<file path="src/rtl/traffic_pkg.sv">
// -----------------------------------------------------------------------------
// traffic_pkg
//   Shared definitions for the two-road traffic light controller.
//   - state_t       : FSM state codes; the code is also exported as state_dbg
//   - LIGHT_*       : one-hot light head encodings {red, yellow, green}
//   - lights_t      : main/side light head pair
//   - decode_lights : maps a state code onto both light heads
// -----------------------------------------------------------------------------
package traffic_pkg;

    typedef enum logic [2:0] {
        MAIN_GREEN  = 3'd0,
        MAIN_YELLOW = 3'd1,
        ALL_RED1    = 3'd2,
        SIDE_GREEN  = 3'd3,
        SIDE_YELLOW = 3'd4,
        ALL_RED2    = 3'd5
    } state_t;

    localparam logic [2:0] LIGHT_RED = 3'b100;
    localparam logic [2:0] LIGHT_YEL = 3'b010;
    localparam logic [2:0] LIGHT_GRN = 3'b001;

    typedef struct packed {
        logic [2:0] main_light;
        logic [2:0] side_light;
    } lights_t;

    // Unused codes 6/7 show red on both heads; they only last one cycle
    // because the FSM forces them back to MAIN_GREEN.
    function automatic lights_t decode_lights(input state_t s);
        lights_t l;
        l.main_light = LIGHT_RED;
        l.side_light = LIGHT_RED;
        case (s)
            MAIN_GREEN:  l.main_light = LIGHT_GRN;
            MAIN_YELLOW: l.main_light = LIGHT_YEL;
            SIDE_GREEN:  l.side_light = LIGHT_GRN;
            SIDE_YELLOW: l.side_light = LIGHT_YEL;
            default: ;
        endcase
        return l;
    endfunction

endpackage

</file>
<file path="src/rtl/traffic_light_ctrl_if.sv">
// -----------------------------------------------------------------------------
// traffic_light_ctrl_if
//   Bundles the road-side signals of the traffic light controller.
//   Requests : car_sensor (level), ped_req (pulse or level)
//   Outputs  : main_light, side_light (one-hot {R,Y,G}), walk, ped_pending,
//              state_dbg (current FSM state code)
//   master : the road side (sensors/buttons drive, lamps observe)
//   slave  : the controller
// -----------------------------------------------------------------------------
interface traffic_light_ctrl_if;

    logic       car_sensor;
    logic       ped_req;
    logic [2:0] main_light;
    logic [2:0] side_light;
    logic       walk;
    logic       ped_pending;
    logic [2:0] state_dbg;

    modport master (
        output car_sensor,
        output ped_req,
        input  main_light,
        input  side_light,
        input  walk,
        input  ped_pending,
        input  state_dbg
    );

    modport slave (
        input  car_sensor,
        input  ped_req,
        output main_light,
        output side_light,
        output walk,
        output ped_pending,
        output state_dbg
    );

endinterface

</file>
<file path="src/rtl/dwell_timer.sv">
// -----------------------------------------------------------------------------
// dwell_timer
//   Two independent down-counters timing the long (green) and short
//   (yellow / all-red) dwells.
//   clk   : rising-edge clock
//   reset : synchronous, active-low; clears both counters
//   trL   : one-cycle trigger, (re)starts the long count
//   trS   : one-cycle trigger, (re)starts the short count
//   tL    : one-cycle pulse LONG_CYCLES-1 cycles after the trL cycle
//   tS    : one-cycle pulse SHORT_CYCLES-1 cycles after the trS cycle
// -----------------------------------------------------------------------------
module dwell_timer #(
    parameter int LONG_CYCLES  = 8,
    parameter int SHORT_CYCLES = 3
) (
    input  logic clk,
    input  logic reset,
    input  logic trL,
    input  logic trS,
    output logic tL,
    output logic tS
);

    // A count of N-1 fits in clog2(N) bits for any N >= 2.
    localparam int LW = $clog2(LONG_CYCLES);
    localparam int SW = $clog2(SHORT_CYCLES);

    localparam logic [LW-1:0] LONG_LOAD  = LW'(LONG_CYCLES - 1);
    localparam logic [SW-1:0] SHORT_LOAD = SW'(SHORT_CYCLES - 1);
    localparam logic [LW-1:0] LONG_ONE   = LW'(1);
    localparam logic [SW-1:0] SHORT_ONE  = SW'(1);

    logic [LW-1:0] long_cnt;
    logic [SW-1:0] short_cnt;

    // The trigger cycle loads N-1; k cycles later the count reads N-k, so
    // the count equals 1 exactly N-1 cycles after the trigger. Zero is idle.
    always_ff @(posedge clk) begin
        if (!reset) begin
            long_cnt <= '0;
        end else if (trL) begin
            long_cnt <= LONG_LOAD;
        end else if (long_cnt != '0) begin
            long_cnt <= long_cnt - LONG_ONE;
        end
    end

    always_ff @(posedge clk) begin
        if (!reset) begin
            short_cnt <= '0;
        end else if (trS) begin
            short_cnt <= SHORT_LOAD;
        end else if (short_cnt != '0) begin
            short_cnt <= short_cnt - SHORT_ONE;
        end
    end

    assign tL = (long_cnt == LONG_ONE);
    assign tS = (short_cnt == SHORT_ONE);

endmodule

</file>
<file path="src/rtl/traffic_light_ctrl.sv">
// -----------------------------------------------------------------------------
// traffic_light_ctrl
//   Two-road intersection controller. The main road rests on green; the side
//   road gets a fixed green phase when a car is sensed or a pedestrian request
//   is latched once the main green has dwelt its minimum time.
//   clk   : rising-edge clock
//   reset : synchronous, active-low
//   bus   : slave side of traffic_light_ctrl_if
//           car_sensor, ped_req in; main_light, side_light, walk,
//           ped_pending, state_dbg out (all Moore, from registers)
// -----------------------------------------------------------------------------
module traffic_light_ctrl
    import traffic_pkg::*;
#(
    parameter int LONG_CYCLES  = 8,
    parameter int SHORT_CYCLES = 3
) (
    input  logic                 clk,
    input  logic                 reset,
    traffic_light_ctrl_if.slave  bus
);

    state_t  state;
    state_t  next_state;
    logic    entry;         // first cycle in the current state
    logic    long_done;     // minimum main-green dwell already elapsed
    logic    ped_latch;
    logic    walk_grant;
    logic    trL;
    logic    trS;
    logic    tL;
    logic    tS;
    logic    entering_side;
    logic    leaving_main;
    lights_t lights;

    dwell_timer #(
        .LONG_CYCLES  (LONG_CYCLES),
        .SHORT_CYCLES (SHORT_CYCLES)
    ) u_timer (
        .clk   (clk),
        .reset (reset),
        .trL   (trL),
        .trS   (trS),
        .tL    (tL),
        .tS    (tS)
    );

    // Next state and timer triggers. The triggers fire in the first cycle of
    // each timed state so every state lasts exactly its dwell.
    always_comb begin
        next_state = state;
        trL        = 1'b0;
        trS        = 1'b0;
        case (state)
            MAIN_GREEN: begin
                trL = entry;
                // car_sensor is a live level; only ped requests are latched
                if ((tL || long_done) && (bus.car_sensor || ped_latch)) begin
                    next_state = MAIN_YELLOW;
                end
            end
            MAIN_YELLOW: begin
                trS = entry;
                if (tS) next_state = ALL_RED1;
            end
            ALL_RED1: begin
                trS = entry;
                if (tS) next_state = SIDE_GREEN;
            end
            SIDE_GREEN: begin
                trL = entry;
                if (tL) next_state = SIDE_YELLOW;
            end
            SIDE_YELLOW: begin
                trS = entry;
                if (tS) next_state = ALL_RED2;
            end
            ALL_RED2: begin
                trS = entry;
                if (tS) next_state = MAIN_GREEN;
            end
            default: next_state = MAIN_GREEN;
        endcase
    end

    assign entering_side = (next_state == SIDE_GREEN) && (state != SIDE_GREEN);
    assign leaving_main  = (state == MAIN_GREEN) && (next_state != MAIN_GREEN);

    // Reset leaves entry set, so the first cycle after release behaves as a
    // fresh MAIN_GREEN entry and starts the long timer.
    always_ff @(posedge clk) begin
        if (!reset) begin
            state      <= MAIN_GREEN;
            entry      <= 1'b1;
            long_done  <= 1'b0;
            ped_latch  <= 1'b0;
            walk_grant <= 1'b0;
        end else begin
            state <= next_state;
            entry <= (next_state != state);

            if (leaving_main) begin
                long_done <= 1'b0;
            end else if ((state == MAIN_GREEN) && tL) begin
                long_done <= 1'b1;
            end

            // The request pending at the edge into SIDE_GREEN (including one
            // arriving at that very edge) becomes this phase's walk grant and
            // is not re-latched. Later requests wait for the next phase.
            if (entering_side) begin
                walk_grant <= ped_latch || bus.ped_req;
                ped_latch  <= 1'b0;
            end else if (bus.ped_req) begin
                ped_latch  <= 1'b1;
            end
        end
    end

    assign lights          = decode_lights(state);
    assign bus.main_light  = lights.main_light;
    assign bus.side_light  = lights.side_light;
    assign bus.walk        = (state == SIDE_GREEN) && walk_grant;
    assign bus.ped_pending = ped_latch;
    assign bus.state_dbg   = state;

endmodule

</file>
<file path="src/flat_wrapper.sv">
// flat-port wrapper written by rule: the top's interface ports become plain ports
module traffic_light_ctrl_flat import traffic_pkg::*;
#(
    parameter int LONG_CYCLES  = 8,
    parameter int SHORT_CYCLES = 3
)
  (clk, reset, bus_car_sensor, bus_ped_req, bus_main_light, bus_side_light, bus_walk, bus_ped_pending, bus_state_dbg);
  traffic_light_ctrl_if bus_i ();
  input  logic clk;
  input  logic reset;
  input wire logic [$bits(bus_i.car_sensor)-1:0] bus_car_sensor;
  input wire logic [$bits(bus_i.ped_req)-1:0] bus_ped_req;
  output wire logic [$bits(bus_i.main_light)-1:0] bus_main_light;
  output wire logic [$bits(bus_i.side_light)-1:0] bus_side_light;
  output wire logic [$bits(bus_i.walk)-1:0] bus_walk;
  output wire logic [$bits(bus_i.ped_pending)-1:0] bus_ped_pending;
  output wire logic [$bits(bus_i.state_dbg)-1:0] bus_state_dbg;
  assign bus_i.car_sensor = bus_car_sensor;
  assign bus_i.ped_req = bus_ped_req;
  assign bus_main_light = bus_i.main_light;
  assign bus_side_light = bus_i.side_light;
  assign bus_walk = bus_i.walk;
  assign bus_ped_pending = bus_i.ped_pending;
  assign bus_state_dbg = bus_i.state_dbg;
  traffic_light_ctrl #(.LONG_CYCLES(LONG_CYCLES), .SHORT_CYCLES(SHORT_CYCLES)) u_core (.clk(clk), .reset(reset), .bus(bus_i));
endmodule
</file>
<file path="config.mk">
export PLATFORM = sky130hd
export DESIGN_NAME = traffic_light_ctrl_flat
export DESIGN_NICKNAME = d
export VERILOG_FILES = /design/src/rtl/traffic_pkg.sv /design/src/rtl/traffic_light_ctrl_if.sv /design/src/rtl/dwell_timer.sv /design/src/rtl/traffic_light_ctrl.sv /design/src/flat_wrapper.sv
export SDC_FILE = /design/constraint.sdc
export NUM_CORES = 1
export LEC_CHECK = 0
export CAP_MARGIN = 20
export CORE_UTILIZATION = 47
export DETAILED_ROUTE_END_ITERATION = 12
export PLACE_DENSITY = 0.83
export REMOVE_ABC_BUFFERS = 1
export SYNTH_ARGS = -nofsm -noshare
export SYNTH_HDL_FRONTEND = slang
export SYNTH_SLANG_ARGS = --single-unit
export TNS_END_PERCENT = 5
</file>
<file path="constraint.sdc">
create_clock -name clk -period 1.63 [get_ports clk]
set_input_delay 0.163 -clock clk [delete_from_list [all_inputs] [get_ports clk]]
set_output_delay 0.163 -clock clk [all_outputs]
set_load 0.01 [all_outputs]
</file>
==> run_results.csv <==
group,metric,value,unit
run_status,run_status,"finished, final reports clean",
sta,slew_viol_final,0,
yosys,yosysSeqAreaShare,0.3569,
global_routing,first_global_vias,518,
drt,route.detailed.vias_per_inst,5.491,
yosys,synthDistinctLibCells,31,
clocking,cts_tree,"done",
clocking,cts_root_buf,"sky130_fd_sc_hd__clkbuf_4",
sta,worst_hold_slack,0.4763,ns
global_routing,grt_start_max_net_pins,14,
placement,placement.io_buffers,14,
placement,place.detailed.hpwl,1.022,mm
floorplanning,io_pins,15,
yosys,synthArstFlopShare,0,
clocking,h-tree-depth,1,
drt,antenna_left,0,
worst_hold_path,hp-class,"reg -> reg",
flow_run,drv.max_cap_violation_count,0,
floorplanning,start_util,0.5109,
yosys,synth_top_flop_cell,"sky130_fd_sc_hd__dfxtp_1",
power,powerDensity,816.4,nW/um^2
sta,finalHoldViolCount,0,
floorplanning,die-area,1588,um^2
yosys,synth_top_area_cell,"sky130_fd_sc_hd__dfxtp_1",
global_routing,grt.met1_usage,0.2594,
clocking,cts_num_sinks,12,
sta,finalSetupTns,0,ns
power,power_leakage,0.4213,nW
layout,most-common-layout-cells,"9 x sky130_fd_sc_hd__dfxtp_1, 7 x sky130_fd_sc_hd__nor2_1, 7 x sky130_fd_sc_hd__clkdlybuf4s50_1",
yosys,syn-mean-instance-area,8.310,um^2
global_routing,global_route_usage_sum,0.2191,
global_routing,grt-ovfl-total,0,
yosys,yosys_warnings,0,
drt,drt-wirelength-per-cell,12.16,um
yosys,netlist_instances,81,
sta,final.period_utilization,0.9461,
placement,routabilityCongestion,0.8827,
global_routing,grt.busiest_layer,"met2",
yosys,synth-edff-count,0,
clocking,clk_path_buf_depth,2,
drt,post-route-drc-count,0,
sta,rsz0062_at_grt,"false",
layout,antenna_diodes,0,
drt,drt_iter0_markers,15,
global_routing,gr-usage-met3,0.06818,
layout,post_route_design_area,882.1,um^2
global_routing,grt_antenna_before_repair,0,
yosys,post_synth_top_area_share,0.3569,
floorplanning,core.rowCount,13,
global_routing,gr-usage-met2,0.3525,
drt,drt_pass1_iterations,4,
critical_path,signal_arrival_time_at_the_worst_endpoint,1.38,ns
sta,setup_viol,0,
drt,drt_wl_total,1.386,mm
floorplanning,core_area,1318,um^2
power,irDropWorstVdd,449.4,uV
critical_path,worst-setup-path-type,"reg -> out",
placement,area_of_placed_instances,845.8,um^2
yosys,number_of_storage_elements_in_the_synthesis_netlist,12,
yosys,ys_top_cells_by_area,"sky130_fd_sc_hd__dfxtp_1 36%, sky130_fd_sc_hd__ha_1 5.6%, sky130_fd_sc_hd__nor2b_1 4.6%, sky130_fd_sc_hd__o21ai_0 4.5%, sky130_fd_sc_hd__nor2_1 4.5%",
drt,via_count,626,
clocking,clk-insertion-delay-late,0.28,ns
sta,tightest_slew,0.4222,ns
sta,post-route-worst-setup-slack,0.08780,ns
sta,worst_clock_skew,0.006785,ns
layout,area_growth,31.04,%
clocking,post_cts.repair.setup_buffers,0,
layout,final_nets,108,
floorplanning,die-width,39.85,um
critical_path,path_max_fanout,7,
global_routing,grt_pass1_wl,2.180,mm
critical_path,startpoint_type,"flop",
layout,fraction_of_final_layout_cells_sized_beyond_drive_strength_1,0.1818,
sta,period_minus_slack,1.542,ns
critical_path,timing.critical_path.to_type,"output port",
critical_path,cp.required,1.47,ns
yosys,syn_area,673.1,um^2
clocking,cts_buffers,3,
sta,timing.fmax,648.4,MHz
clocking,clk_pin_slew,0.07,ns
placement,dp_worst_setup_slack,0.1024,ns
sta,slew-limit-headroom,0.7176,
layout,layout_commonest_cell,"sky130_fd_sc_hd__dfxtp_1",
floorplanning,die_y,39.85,um
synthesized netlist by cell type (2+ instances only):
cell                       instances
sky130_fd_sc_hd__a21oi_1           2
sky130_fd_sc_hd__nand3_1           3
sky130_fd_sc_hd__a211oi_1          2
sky130_fd_sc_hd__and2_1            2
sky130_fd_sc_hd__nor2_1            8
sky130_fd_sc_hd__nand2b_1          3
sky130_fd_sc_hd__inv_1             5
sky130_fd_sc_hd__o21ai_0           6
sky130_fd_sc_hd__o21a_1            3
sky130_fd_sc_hd__mux2i_1           2
sky130_fd_sc_hd__clkbuf_1          2
sky130_fd_sc_hd__nor2b_1           5
sky130_fd_sc_hd__nand2_1           6
sky130_fd_sc_hd__or2_2             2
sky130_fd_sc_hd__dfxtp_1          12
sky130_fd_sc_hd__ha_1              3
sequential cells by signal (all words and copies together), names as in the netlist:
| name | flops |
|---|---|
| u_core.u_timer.short_cnt | 2 |
| u_core.walk_grant | 1 |
| u_core.u_timer.long_cnt | 3 |
| u_core.bus.state_dbg | 3 |
| u_core.bus.ped_pending | 1 |
| u_core.entry | 1 |
| u_core.long_done | 1 |
area by class of cell:
| class | count | area (um^2) |
|---|---|---|
| Fill cell | 112 | 435.4 |
| Multi-Input combinational cell | 59 | 389.1 |
| Sequential cell | 12 | 249.0 |
| Timing Repair Buffer | 19 | 180.2 |
| Clock buffer | 3 | 22.52 |
| Inverter | 6 | 22.52 |
| Tap cell | 15 | 18.77 |
worst paths after layout:
| check | slack, ns | cells after the start | start | end |
|---|---|---|---|---|
| worst max-delay path | 0.09 | 3 | u_core.bus.state_dbg[0] | bus_main_light[0] |
| worst min-delay path | 0.48 | 2 | u_core.long_done | u_core.long_done |
| worst max register to register | 0.14 | 6 | u_core.u_timer.long_cnt[1] | u_core.bus.state_dbg[0] |
| worst min register to register | 0.48 | 2 | u_core.long_done | u_core.long_done |
logic make-up after synthesis:
| logic type | after synthesis | synth area share |
|---|---|---|
| simple gates | 35 | 0.2937 |
| flops | 12 | 0.3569 |
| fa+ha+maj | 3 | 0.05577 |
| xor+xnor | 1 | 0.01301 |
| mux | 3 | 0.04647 |
| buf+inv | 10 | 0.06877 |
| compound gates | 17 | 0.1654 |
power breakdown:
group | total, mW | internal [mW] | switching (mW)
Clock | 0.186 | 0.0858 | 0.100
Combinational | 0.194 | 0.101 | 0.0931
Sequential | 0.340 | 0.320 | 0.0206
worst max-delay path, stage by stage, from the launching register on:
cell	delay [ns]
sky130_fd_sc_hd__dfxtp_4	0.37
sky130_fd_sc_hd__or3_1	0.40
sky130_fd_sc_hd__inv_1	0.08
sky130_fd_sc_hd__dlygate4sd2_1	0.26
per-layer routing:
metal | vias up | share of wire
met3 | 2 | 0.069
li1 | 315 | -
met1 | 281 | 0.43
met2 | 28 | 0.48
met4 | 0 | 0.017
met5 | - | 0
metrics by stage:
stage                 util  power, mW  std cells
global route        0.6695     0.7675        114
finish              0.6695     0.7201        114
CTS                 0.6572     0.7318        114
global placement    0.6420     0.5397        111
floorplan                -     0.4738         77
detailed placement  0.6420     0.5482        111
repair_timing:
action,in CTS,in global routing
gates resized for setup,6,7
hold buffers,0,0
setup endpoints to repair,7,4
Note: power is estimated with default switching activity, not from simulation.
